<file path="config.mk">
export PLATFORM = sky130hd
export DESIGN_NAME = vreg_i2c_target
export DESIGN_NICKNAME = d
export VERILOG_FILES = /design/src/rtl/vreg_i2c_target.sv
export SDC_FILE = /design/constraint.sdc
export NUM_CORES = 1
export LEC_CHECK = 0
export ABC_CLOCK_PERIOD_IN_PS = 2000
export BUFFER_PORTS_ARGS = -buffer_cell sky130_fd_sc_hd__buf_2
export CAP_MARGIN = 0
export CELL_PAD_IN_SITES_DETAIL_PLACEMENT = 1
export CELL_PAD_IN_SITES_GLOBAL_PLACEMENT = 1
export CORE_MARGIN = 1
export CORE_UTILIZATION = 35
export DETAILED_ROUTE_END_ITERATION = 8
export PLACE_DENSITY_LB_ADDON = 0.1
export SYNTH_ARGS = -nofsm -noshare
export SYNTH_HDL_FRONTEND = slang
export SYNTH_SLANG_ARGS = --single-unit
</file>
<file path="constraint.sdc">
create_clock -name clk -period 2 [get_ports clk]
set_input_delay 0.2 -clock clk [delete_from_list [all_inputs] [get_ports clk]]
set_output_delay 0.2 -clock clk [all_outputs]
set_load 0.01 [all_outputs]
</file>
<file path="src/rtl/vreg_i2c_target.sv">
// vreg_i2c_target: two-wire bus target for the voltage regulator.
// Decodes START/STOP, the address byte, a register pointer and data bytes.
// It ACKs matching traffic and holds the CONTROL, VOUT_LEVEL and STATUS
// registers. It drives the applied output level and returns status on reads.
//
// Optional build macro: VREG_SLEW_EN. When it is defined, the applied level
// ramps one step toward the target every SLEW_CYCLES clocks. When it is not
// defined, the applied level follows the target one cycle after the write.
//
// Ports:
//   clk, rst_n    system clock (>= 8x SCL), asynchronous active-low reset
//   scl, sda_in   bus clock and sampled bus data from the initiator
//   sda_oe        1 = pull SDA low (open-drain), 0 = release
//   fault_in      regulator fault level; latched into STATUS[2]
//   vout_level    applied voltage level
//   vout_enable   CONTROL[0]
//   vout_update   one-cycle pulse after a VOUT_LEVEL write
//   power_good    enabled, applied == target, and no latched fault
//   bus_busy      high from START to STOP
//
// Bus handshake: a byte is 8 bits that are sampled on detected SCL rising
// edges, MSB first, followed by one ACK bit. The target changes sda_oe only in
// the cycle after a detected SCL falling edge. For writes, it pulls SDA low for
// the whole ACK clock. For reads, it releases SDA for 1 bits and samples the
// initiator's ACK/NACK on the 9th rising edge.
module vreg_i2c_target #(
  parameter logic [6:0] DEV_ADDR    = 7'h40,
  parameter int         SYNC_STAGES = 2,
  parameter int         SLEW_CYCLES = 256
) (
  input  logic       clk,
  input  logic       rst_n,
  input  logic       scl,
  input  logic       sda_in,
  output logic       sda_oe,
  input  logic       fault_in,
  output logic [2:0] vout_level,
  output logic       vout_enable,
  output logic       vout_update,
  output logic       power_good,
  output logic       bus_busy
);

  typedef enum logic [3:0] {
    IDLE, ADDR, ADDR_ACK, PTR, PTR_ACK, WDATA, WACK, RDATA, RACK, IGNORE
  } state_e;

  // Synchronizers reset to 1 (the idle bus level) so that leaving reset on an
  // idle bus produces no phantom edges.
  logic [SYNC_STAGES-1:0] scl_sync_q, sda_sync_q;
  logic                   scl_hist_q, sda_hist_q;
  logic                   scl_s, sda_s, scl_rise, scl_fall, start_det, stop_det;

  assign scl_s     = scl_sync_q[SYNC_STAGES-1];
  assign sda_s     = sda_sync_q[SYNC_STAGES-1];
  assign scl_rise  = scl_s & ~scl_hist_q;
  assign scl_fall  = ~scl_s & scl_hist_q;
  assign start_det = scl_s & scl_hist_q & sda_hist_q & ~sda_s;
  assign stop_det  = scl_s & scl_hist_q & ~sda_hist_q & sda_s;

  state_e      state_q, state_d;
  logic [3:0]  cnt_q, cnt_d;      // bits seen in the current byte, 0..8
  logic [7:0]  shift_q, shift_d;
  logic [6:0]  tx_q, tx_d;        // read bits still to be sent after the current one
  logic        rw_q, rw_d, ack_q, ack_d;
  logic [7:0]  ptr_q, ptr_d;
  logic        sda_oe_q, sda_oe_d, busy_q, busy_d;
  logic        en_q, en_d, fault_q, fault_d, upd_q, upd_d;
  logic [2:0]  target_q, target_d, level_q, level_d;
  logic        wr_en, fault_clr;
  logic [7:0]  byte_in, rd_data;

  assign byte_in = {shift_q[6:0], sda_s};

`ifdef VREG_SLEW_EN
  localparam int SW = (SLEW_CYCLES > 1) ? $clog2(SLEW_CYCLES) : 1;
  localparam logic [SW-1:0] SLEW_LAST = SW'(SLEW_CYCLES - 1);
  logic [SW-1:0] slew_cnt_q, slew_cnt_d;
`endif

  always_comb begin
    rd_data = 8'h00;
    case (ptr_q)
      8'h00:   rd_data = {7'b0, en_q};
      8'h01:   rd_data = {5'b0, target_q};
      8'h02:   rd_data = {5'b0, fault_q, en_q, power_good};
      default: rd_data = 8'h00;
    endcase
  end

  // Bus state machine.
  always_comb begin
    state_d  = state_q;
    cnt_d    = cnt_q;
    shift_d  = shift_q;
    tx_d     = tx_q;
    rw_d     = rw_q;
    ack_d    = ack_q;
    ptr_d    = ptr_q;
    sda_oe_d = sda_oe_q;
    busy_d   = busy_q;
    wr_en    = 1'b0;
    if (start_det) begin
      state_d  = ADDR;
      cnt_d    = 4'd0;
      sda_oe_d = 1'b0;
      busy_d   = 1'b1;
    end else if (stop_det) begin
      state_d  = IDLE;
      cnt_d    = 4'd0;
      sda_oe_d = 1'b0;
      busy_d   = 1'b0;
    end else begin
      case (state_q)
        ADDR, PTR, WDATA: begin
          if (scl_rise && cnt_q != 4'd8) begin
            shift_d = byte_in;
            cnt_d   = cnt_q + 4'd1;
            if (cnt_q == 4'd7) begin
              if (state_q == PTR) ptr_d = byte_in;
              if (state_q == WDATA) begin
                wr_en = 1'b1;
                ptr_d = ptr_q + 8'd1;
              end
            end
          end else if (scl_fall && cnt_q == 4'd8) begin
            // The falling edge that ends the 8th bit opens the ACK clock.
            cnt_d    = 4'd0;
            sda_oe_d = 1'b1;
            case (state_q)
              ADDR: begin
                if (shift_q[7:1] == DEV_ADDR) begin
                  state_d = ADDR_ACK;
                  rw_d    = shift_q[0];
                end else begin
                  state_d  = IGNORE;
                  sda_oe_d = 1'b0;
                end
              end
              PTR:     state_d = PTR_ACK;
              default: state_d = WACK;
            endcase
          end
        end
        ADDR_ACK: begin
          if (scl_fall) begin
            if (rw_q) begin
              state_d  = RDATA;
              tx_d     = rd_data[6:0];
              sda_oe_d = ~rd_data[7];
            end else begin
              state_d  = PTR;
              sda_oe_d = 1'b0;
            end
          end
        end
        PTR_ACK, WACK: begin
          if (scl_fall) begin
            state_d  = WDATA;
            sda_oe_d = 1'b0;
          end
        end
        RDATA: begin
          if (scl_rise && cnt_q != 4'd8) begin
            cnt_d = cnt_q + 4'd1;
            if (cnt_q == 4'd7) ptr_d = ptr_q + 8'd1;
          end else if (scl_fall && cnt_q == 4'd8) begin
            cnt_d    = 4'd0;
            sda_oe_d = 1'b0;
            state_d  = RACK;
          end else if (scl_fall && cnt_q != 4'd0) begin
            tx_d     = {tx_q[5:0], 1'b0};
            sda_oe_d = ~tx_q[6];
          end
        end
        RACK: begin
          if (scl_rise) begin
            ack_d = ~sda_s;
          end else if (scl_fall) begin
            if (ack_q) begin
              state_d  = RDATA;
              tx_d     = rd_data[6:0];
              sda_oe_d = ~rd_data[7];
            end else begin
              state_d = IGNORE;
            end
          end
        end
        default: ;
      endcase
    end
  end

  // Register file and the applied output level.
  always_comb begin
    en_d      = en_q;
    target_d  = target_q;
    upd_d     = 1'b0;
    fault_clr = 1'b0;
    if (wr_en) begin
      case (ptr_q)
        8'h00: en_d = byte_in[0];
        8'h01: begin
          target_d = byte_in[2:0];
          upd_d    = 1'b1;
        end
        8'h02:   fault_clr = byte_in[2];
        default: ;
      endcase
    end
    // If a new fault and a clear happen together, the fault wins.
    fault_d = fault_in | (fault_q & ~fault_clr);
`ifdef VREG_SLEW_EN
    level_d    = level_q;
    slew_cnt_d = slew_cnt_q;
    if (upd_d) begin
      slew_cnt_d = '0;
    end else if (level_q != target_q) begin
      if (slew_cnt_q == SLEW_LAST) begin
        slew_cnt_d = '0;
        level_d    = (level_q < target_q) ? level_q + 3'd1 : level_q - 3'd1;
      end else begin
        slew_cnt_d = slew_cnt_q + 1'b1;
      end
    end else begin
      slew_cnt_d = '0;
    end
`else
    level_d = target_q;
`endif
  end

  always_ff @(posedge clk or negedge rst_n) begin
    if (!rst_n) begin
      scl_sync_q <= '1;
      sda_sync_q <= '1;
      scl_hist_q <= 1'b1;
      sda_hist_q <= 1'b1;
      state_q    <= IDLE;
      cnt_q      <= 4'd0;
      shift_q    <= 8'h00;
      tx_q       <= 7'h00;
      rw_q       <= 1'b0;
      ack_q      <= 1'b0;
      ptr_q      <= 8'h00;
      sda_oe_q   <= 1'b0;
      busy_q     <= 1'b0;
      en_q       <= 1'b0;
      fault_q    <= 1'b0;
      upd_q      <= 1'b0;
      target_q   <= 3'd4;
      level_q    <= 3'd4;
`ifdef VREG_SLEW_EN
      slew_cnt_q <= '0;
`endif
    end else begin
      scl_sync_q <= {scl_sync_q[SYNC_STAGES-2:0], scl};
      sda_sync_q <= {sda_sync_q[SYNC_STAGES-2:0], sda_in};
      scl_hist_q <= scl_s;
      sda_hist_q <= sda_s;
      state_q    <= state_d;
      cnt_q      <= cnt_d;
      shift_q    <= shift_d;
      tx_q       <= tx_d;
      rw_q       <= rw_d;
      ack_q      <= ack_d;
      ptr_q      <= ptr_d;
      sda_oe_q   <= sda_oe_d;
      busy_q     <= busy_d;
      en_q       <= en_d;
      fault_q    <= fault_d;
      upd_q      <= upd_d;
      target_q   <= target_d;
      level_q    <= level_d;
`ifdef VREG_SLEW_EN
      slew_cnt_q <= slew_cnt_d;
`endif
    end
  end

  assign sda_oe      = sda_oe_q;
  assign vout_level  = level_q;
  assign vout_enable = en_q;
  assign vout_update = upd_q;
  assign power_good  = en_q & (level_q == target_q) & ~fault_q;
  assign bus_busy    = busy_q;

endmodule
</file>
==> PnR_summary.wiki, run 1 <==
{| class="wikitable"
! Metric !! Value
|-
| Outcome || complete, no violations
|-
| Number of inserted filler cells in the final layout || 898
|-
| Count of state elements after synthesis || 50
|-
| Count of clock tree sinks || 50
|-
| Wirelength, routed || 7240 um
|-
| TritonCTS clock tree || done
|-
| Max Used Layer || met4
|-
| Number of inserted diodes || 0
|-
| Max-slew violation total from the final report || 0
|-
| Multi-input combinational cell area || 1580 um2
|-
| Post-Synthesis Net Count || 294
|-
| Later-pin clock latency in the skew report || 0.31 ns
|-
| Crit path kind || reg2reg
|-
| DP HPWL || 5410 um
|-
| Global route overflow || 0
|-
| Die area || 8690 um2
|-
| Setup slack, reg-to-reg || 0.09 ns
|-
| Vias in the first global route || 2371
|-
| Switching share of power || 36.7%
|-
| Final number of setup-violating endpoints || 0
|-
| Gate count of the mapped netlist || 283
|-
| Number of port buffers || 12
|-
| Total I/O pin count || 13
|-
| Pin count of the biggest net entering global routing || 31
|-
| Area used by sequential logic in the layout || 1260 um2
|-
| Fmax || 0.523 GHz
|-
| Count of unresolved DRC violations after routing || 0
|-
| Die span in x || 93.2 um
|-
| Deepest level of the CTS H-tree || 2
|-
| Critical Path AT || 2.10 ns
|-
| Area added between synthesis and finish || 18.2%
|-
| Layout Nets || 327
|-
| Standard-cell rows || 32
|-
| Warnings from Yosys || 0
|-
| Starting utilization of the core area || 36.9%
|-
| Met2 WL || 3340 um
|-
| Routed wirelength normalized by instance count || 17.3 um
|-
| Area of the mapped netlist || 2910 um2
|-
| Max-cap viol count || 0
|-
| Type of element launching the critical path || register
|-
| DR pass1 iterations || 4
|-
| FFs w/ async S/R, synth || 100%
|-
| Total power density per cell area || 1080 nW/um2
|-
| Commonest register cell after synthesis || sky130_fd_sc_hd__dfrtp_1
|-
| Antenna violations before repair || 0
|-
| Metal1 wirelength || 3590 um
|-
| P_int || 0.00236 W
|-
| Critical path peak fanout || 8
|-
| Part of the total power dissipated in combinational logic || 38.8%
|-
| Total chip power || 0.00373 W
|-
| Worst min path class || in2reg
|-
| Clock power frac || 23.8%
|-
| Layout cells sized above 1 || 31.5%
|-
| Final Instance Count excl. Fillers || 419
|-
| Die height || 93.2 um
|-
| Gpl congestion || 0.779
|-
| Number of nets with antenna violations after detailed routing || 0
|-
| Post-synth cell types || 70
|-
| Capturing element type of the critical path || register
|-
| Area inside the core boundary || 7890 um2
|-
| Share of synthesized area occupied by flip-flops and latches || 43.3%
|-
| Clock-pin slew on the worst setup and hold paths || 0.10 ns
|-
| Tcrit/Tclk final || 95.5%
|-
| Relative slew slack || 64.7%
|-
| Global-route wire length before repair || 12200 um
|-
| Required @ worst endpoint || 2.19 ns
|-
| Syn Area/Cell || 10.3 um2
|-
| Clk_skew || 0.0154 ns
|-
| Switching power summed over all nets || 0.00137 W
|-
| Root Buffer || sky130_fd_sc_hd__clkbuf_8
|-
| Total Routing Usage GR || 18.1%
|-
| Portion of total power attributed to sequential cells || 37.4%
|-
| Number of instances in the placed design || 405
|-
| Final Critical Period || 1.91 ns
|-
| Number of vias per cell after detailed routing || 5.40
|-
| Final count of hold timing violations || 0
|-
| Tightest Pin Transition || 0.529 ns
|-
| Number of buffers created by CTS || 5
|-
| Worst IR drop on VDD || 0.000386 V
|-
| Via count || 2264
|-
| Number of buffers on the longest clock path || 2
|-
| Total leakage power || 1.57 nW
|-
| Post-synth EDFFs || 0
|-
| DR WL met3 || 233 um
|-
| DRC marker count from the first detailed-route iteration || 90
|}
-- power groups by stage --
| stage | registers, W | logic, W | clock network (W) |
|---|---|---|---|
| after floorplan | 0.00129 | 0.00105 | 0 |
| after global placement | 0.00139 | 0.00139 | 0 |
| after detailed placement | 0.00140 | 0.00140 | 0 |
| after CTS | 0.00138 | 0.00142 | 0.000915 |
| after global routing | 0.00143 | 0.00160 | 0.000949 |
| final | 0.00139 | 0.00145 | 0.000886 |
-- cell type report --
class                           count  share of cell area (%)
Clock buffer                        6                    2.40
Clock inverter                      2                    1.74
Inverter                           13                    1.42
Multi-Input combinational cell    207                    45.9
Sequential cell                    50                    36.7
Tap cell                          102                    3.71
Timing Repair Buffer               39                    8.21
-- flip-flops by register name, summed over array words and instances, names as in the netlist, 2 cells and up --
register and cells:
cnt_q 4, level_d 3, ptr_q 8, scl_sync_q 2, sda_sync_q 2, state_q 4, vout_level 3, shift_q 8
tx_q 7
-- synthesized netlist by cell type (4+ instances only) --
master	number	share of area (%)
sky130_fd_sc_hd__buf_2	6	1.0
sky130_fd_sc_hd__nand2b_1	6	1.3
sky130_fd_sc_hd__dfrtp_1	42	36
sky130_fd_sc_hd__nand3_1	15	2.6
sky130_fd_sc_hd__buf_4	6	1.5
sky130_fd_sc_hd__o21ai_0	14	2.4
sky130_fd_sc_hd__a22o_1	4	1.2
sky130_fd_sc_hd__a21oi_1	15	2.6
sky130_fd_sc_hd__ha_1	6	2.6
sky130_fd_sc_hd__nor2_1	10	1.3
sky130_fd_sc_hd__mux2_2	14	5.4
sky130_fd_sc_hd__nor3_1	4	0.69
sky130_fd_sc_hd__nand2_1	32	4.1
sky130_fd_sc_hd__mux2i_1	7	2.4
sky130_fd_sc_hd__inv_1	13	1.7
sky130_fd_sc_hd__dfstp_2	8	7.2
-- through the flow --
stage               hold slack (ns)  util, %  TNS [ns]  setup WS (ns)  area, um2
floorplan                   -0.0956        -         0          0.224       2910
finish                       0.0619     43.7         0         0.0897       3440
global placement              0.211     40.5   -0.0670        -0.0460       3190
global route                 0.0609     43.7  -0.00957       -0.00589       3440
detailed placement            0.210     40.5   -0.0599        -0.0498       3190
CTS                          0.0570     42.9         0         0.0488       3390
-- placed cells by master (no fill, tap or decap), types with 6 or more instances in the layout --
| cell type | netlist | routed |
|---|---|---|
| sky130_fd_sc_hd__clkbuf_8 | 0 | 6 |
| sky130_fd_sc_hd__nand3_1 | 15 | 15 |
| sky130_fd_sc_hd__o21ai_0 | 14 | 14 |
| sky130_fd_sc_hd__mux2_2 | 14 | 14 |
| sky130_fd_sc_hd__dfstp_2 | 8 | 8 |
| sky130_fd_sc_hd__dfrtp_1 | 42 | 41 |
| sky130_fd_sc_hd__mux2i_1 | 7 | 7 |
| sky130_fd_sc_hd__nor2_1 | 10 | 10 |
| sky130_fd_sc_hd__buf_4 | 6 | 23 |
| sky130_fd_sc_hd__nand2_1 | 32 | 32 |
| sky130_fd_sc_hd__inv_1 | 13 | 13 |
| sky130_fd_sc_hd__buf_2 | 6 | 12 |
| sky130_fd_sc_hd__a21oi_1 | 15 | 15 |
| sky130_fd_sc_hd__ha_1 | 6 | 6 |
-- worst max-delay path, cell delays in order (launching register included) --
cell and delay (ns):
sky130_fd_sc_hd__dfrtp_1 0.50, sky130_fd_sc_hd__or4b_4 0.61, sky130_fd_sc_hd__a21oi_2 0.23, sky130_fd_sc_hd__o221ai_1 0.22
sky130_fd_sc_hd__nand4_1 0.15, sky130_fd_sc_hd__o211ai_2 0.08
-- timing repair --
item                                    CTS  global route
buffers inserted                          2             1
resized for setup                         1            10
endpoints found under the setup margin    2             6
hold buffers                              3             0
endpoints found under the hold margin    20             0
-- routing by layer --
layer	global-route usage [%]	vias to the layer above
li1	-	1089
met4	5.00	0
met3	2.93	6
met1	25.1	1130
met2	29.2	39
met5	0	-
-- cells by family after synthesis --
logic type,synth area share [%]
xor+xnor,2.06
mux,8.98
flops,43.3
buf+inv,4.38
simple gates,22.3
compound gates,16.4
fa+ha+maj,2.58
-- final timing paths --
| path | start | end | cells past startpoint |
|---|---|---|---|
| max in group asynchronous | rst_n | sda_sync_q[0] | 3 |
| worst max register to register | state_q[1] | sda_oe | 5 |
| worst min register to register | sda_sync_q[0] | sda_sync_q[1] | 0 |
| min in group asynchronous | rst_n | vout_level[1] | 2 |
| worst min-delay path | fault_in | fault_q | 2 |
| worst max-delay path | state_q[1] | sda_oe | 5 |
No activity file was read; power rests on OpenSTA's default activity.
==> run 2, diff against run 1 <==
- ABC_AREA: default -> 1
- CAP_MARGIN: 0 -> 25
==> run 2 against run 1 <==
Non-clock buffer count down 21; via count increased by 13%; hold slack better by 0.0069 ns; synthesized area rose by 0.86%; cell count rose by 25%; first-iteration DRC count decreased by 14%; combinational power shrank 4%; sequential share of layout area increased by 2.1 points; largest power group unchanged; highest routed layer unchanged.
==> PnR_summary.wiki, run 2 <==
{| class="wikitable"
! Metric !! Value
|-
| Max-slew violation total from the final report || 0 (unchanged)
|-
| Vias in the first global route || 2637 (was 2371)
|-
| Die area || 8760 um2 (was 8690 um2)
|-
| Count of state elements after synthesis || 50 (unchanged)
|-
| Count of unresolved DRC violations after routing || 0 (unchanged)
|-
| Type of element launching the critical path || register (unchanged)
|-
| Total I/O pin count || 13 (unchanged)
|-
| Final Critical Period || 1.86 ns (was 1.91 ns)
|-
| Area added between synthesis and finish || 10.6% (was 18.2%)
|-
| Tcrit/Tclk final || 92.8% (was 95.5%)
|-
| Routed wirelength normalized by instance count || 14.4 um (was 17.3 um)
|-
| DP HPWL || 5750 um (was 5410 um)
|-
| Total Routing Usage GR || 19.2% (was 18.1%)
|-
| Total negative setup slack || 0 ns (unchanged)
|-
| Cell type with the highest aggregate area in the netlist || sky130_fd_sc_hd__dfrtp_1 (unchanged)
|-
| Cell with the most instances after synthesis || sky130_fd_sc_hd__nand2_1 (was sky130_fd_sc_hd__dfrtp_1)
|-
| Pin count of the biggest net entering global routing || 31 (unchanged)
|-
| Registers with the most flip-flops || ptr_q (8), shift_q (8), tx_q (7) (unchanged)
|-
| Most area-consuming cells after synthesis || sky130_fd_sc_hd__dfrtp_1 (36%), sky130_fd_sc_hd__nand2_1 (17%), sky130_fd_sc_hd__dfstp_2 (7.2%) (was sky130_fd_sc_hd__dfrtp_1 (36%), sky130_fd_sc_hd__dfstp_2 (7.2%), sky130_fd_sc_hd__mux2_2 (5.4%))
|-
| Commonest cells post-synth || sky130_fd_sc_hd__nand2_1 (131), sky130_fd_sc_hd__nor2_1 (46), sky130_fd_sc_hd__dfrtp_1 (42) (was sky130_fd_sc_hd__dfrtp_1 (42), sky130_fd_sc_hd__nand2_1 (32), sky130_fd_sc_hd__a21oi_1 (15), sky130_fd_sc_hd__nand3_1 (15))
|-
| DRC marker count from the first detailed-route iteration || 77 (was 90)
|-
| Total leakage power || 1.65 nW (was 1.57 nW)
|-
| Max-cap viol count || 0 (unchanged)
|-
| Root Buffer || sky130_fd_sc_hd__clkbuf_8 (unchanged)
|-
| Most prevalent standard cell on the critical path || sky130_fd_sc_hd__nand2_1
|-
| Required @ worst endpoint || 2.20 ns (was 2.19 ns)
|-
| Clk_skew || 0.00684 ns (was 0.0154 ns)
|-
| Number of buffers on the longest clock path || 2 (unchanged)
|-
| Area of the mapped netlist || 2940 um2 (was 2910 um2)
|-
| Number of vias per cell after detailed routing || 4.87 (was 5.40)
|-
| Relative slew slack || 63.7% (was 64.7%)
|-
| Global route overflow || 0 (unchanged)
|-
| Syn Area/Cell || 7.40 um2 (was 10.3 um2)
|-
| Gate count of the mapped netlist || 397 (was 283)
|-
| Number of inserted filler cells in the final layout || 1056 (was 898)
|-
| Unrepaired setup endpoints after global routing || no
|-
| Most frequent cells in the layout || sky130_fd_sc_hd__nand2_1 (131), sky130_fd_sc_hd__nor2_1 (46), sky130_fd_sc_hd__dfrtp_1 (42) (was sky130_fd_sc_hd__dfrtp_1 (41), sky130_fd_sc_hd__nand2_1 (32), sky130_fd_sc_hd__buf_4 (23))
|-
| Layout cells sized above 1 || 16.9% (was 31.5%)
|-
| Warnings from Yosys || 0 (unchanged)
|-
| Number of inserted diodes || 0 (unchanged)
|-
| Number of nets with antenna violations after detailed routing || 0 (unchanged)
|-
| FFs w/ async S/R, synth || 100% (unchanged)
|-
| Critical Path AT || 2.06 ns (was 2.10 ns)
|-
| Post-synth EDFFs || 0 (unchanged)
|-
| Standard-cell rows || 33 (was 32)
|-
| Starting utilization of the core area || 35.9% (was 36.9%)
|-
| Die span in x || 93.6 um (was 93.2 um)
|-
| Post-synth cell types || 35 (was 70)
|-
| Wirelength, routed || 7520 um (was 7240 um)
|-
| Capturing element type of the critical path || register (unchanged)
|-
| TritonCTS clock tree || done (unchanged)
|-
| Deepest level of the CTS H-tree || 2 (unchanged)
|-
| Post-CTS setup-driven buffer insertion count || 0 (was 2)
|-
| DR pass1 iterations || 4 (unchanged)
|-
| Die height || 93.6 um (was 93.2 um)
|-
| Total power density per cell area || 1020 nW/um2 (was 1080 nW/um2)
|-
| Outcome || complete, no violations (unchanged)
|-
| Area post-placement || 3140 um2 (was 3190 um2)
|-
| Final number of setup-violating endpoints || 0 (unchanged)
|-
| Fmax || 0.539 GHz (was 0.523 GHz)
|-
| Final count of hold timing violations || 0 (unchanged)
|-
| Commonest register cell after synthesis || sky130_fd_sc_hd__dfrtp_1 (unchanged)
|-
| Most common cell after layout, fill and taps aside || sky130_fd_sc_hd__nand2_1 (was sky130_fd_sc_hd__dfrtp_1)
|-
| Gpl congestion || 0.850 (was 0.779)
|-
| Antenna violations before repair || 0 (unchanged)
|-
| Post-Synthesis Net Count || 408 (was 294)
|-
| Tightest Pin Transition || 0.545 ns (was 0.529 ns)
|-
| Critical path peak fanout || 5 (was 8)
|-
| Count of clock tree sinks || 50 (unchanged)
|-
| Number of port buffers || 12 (unchanged)
|-
| Proportion of netlist area held by the largest area contributor || 35.8% (was 36.1%)
|-
| Ordered list of cells on the worst path || inv_1 -> ha_1 -> nand3_1 -> nand2_1 -> a21oi_1 -> nor2_1 -> nand2_2 -> nor2_2 -> nand2_1 -> nand2_1 (was or4b_4 -> a21oi_2 -> o221ai_1 -> nand4_1 -> o211ai_2)
|-
| Share of synthesized area occupied by flip-flops and latches || 42.9% (was 43.3%)
|-
| Final design area excluding fillers || 3250 um2 (was 3440 um2)
|-
| Clock-pin slew on the worst setup and hold paths || 0.10 ns (about the same)
|-
| Later-pin clock latency in the skew report || 0.32 ns (was 0.31 ns)
|-
| Maximum cell stage delay along the critical path || 0.42 ns (was 0.61 ns)
|-
| Global-route wire length before repair || 13000 um (was 12200 um)
|-
| Crit path kind || reg2reg (unchanged)
|-
| Area inside the core boundary || 8180 um2 (was 7890 um2)
|-
| Cell with the largest stage delay on the worst path || sky130_fd_sc_hd__dfrtp_1 (was sky130_fd_sc_hd__or4b_4)
|-
| Number of buffers created by CTS || 5 (unchanged)
|-
| Worst min path class || in2reg (unchanged)
|-
| Worst IR drop on VDD || 0.000505 V (was 0.000386 V)
|-
| Layout Nets || 430 (was 327)
|-
| Via count || 2553 (was 2264)
|}
run 2: per-stage QoR:
| step | hold slack, ns | worst slack, ns | cells | total power [W] | util [%] |
|---|---|---|---|---|---|
| after floorplan | -0.0956 | 0.501 | 397 | 0.00234 | - |
| after global placement | 0.215 | 0.166 | 514 | 0.00270 | 38.4 |
| after detailed placement | 0.226 | 0.187 | 514 | 0.00273 | 38.4 |
| after CTS | 0.0641 | 0.134 | 524 | 0.00337 | 39.7 |
| after global routing | 0.0662 | 0.00951 | 524 | 0.00364 | 39.7 |
| final | 0.0688 | 0.144 | 524 | 0.00332 | 39.7 |
run 2: path summary, 6_finish.rpt:
path / from / endpoint / slack, ns / depth (start not counted)
min in group asynchronous: rst_n / ptr_q[0] / 0.39 / 2
max in group asynchronous: rst_n / scl_hist_q / 0.99 / 3
max: cnt_q[0] / state_q[2] / 0.14 / 10
min reg2reg: scl_sync_q[0] / scl_sync_q[1] / 0.37 / 0
min: fault_in / fault_q / 0.07 / 2
max reg2reg: cnt_q[0] / state_q[2] / 0.14 / 10
run 2: area by class of cell:
| class | count | area, um2 | area share [%] |
|---|---|---|---|
| multi-input combinational | 296 | 1470 | 45.2 |
| clock buffer | 5 | 68.8 | 2.12 |
| clock inverter | 2 | 13.8 | 0.424 |
| sequential | 50 | 1260 | 38.8 |
| tap | 105 | 131 | 4.04 |
| timing repair buffer | 18 | 125 | 3.85 |
| inverter | 48 | 181 | 5.58 |
run 2: cell families (layout without fill, tap and decap cells):
group,count (synthesis),in the layout,share of synthesized area (%)
fa+ha+maj,6,6,2.56
xor+xnor,2,2,0.596
buf+inv,51,73,7.11
simple gates,234,234,35.5
compound gates,54,54,11.3
flops,50,50,42.9
run 2: report_power, final:
| group | internal (W) | switching [W] | total, W | leakage (nW) |
|---|---|---|---|---|
| clock | 0.000243 | 0.000373 | 0.000616 | 0.0444 |
| combinational | 0.000436 | 0.000958 | 0.00139 | 0.951 |
| sequential | 0.00115 | 0.000162 | 0.00131 | 0.650 |
run 2: worst max-delay path, delay by kind of cell, from the launching register on:
kind            cells  cell delay, ns
simple gates        7            0.73
buf+inv             1            0.06
flops               1            0.42
fa+ha+maj           1            0.24
compound gates      1            0.31
run 2: layer usage:
metal,vias to the layer above,global-route usage (%),routed length (um)
met3,7,3.74,205
met1,1223,26.3,3870
met2,32,31.1,3360
met5,-,0,0
li1,1291,-,-
met4,0,4.74,87
run 2: timing repair:
item / CTS / global route
gates resized for setup: 0 / 0
hold buffers: 3 / 0
endpoints found under the hold margin: 21 / 0
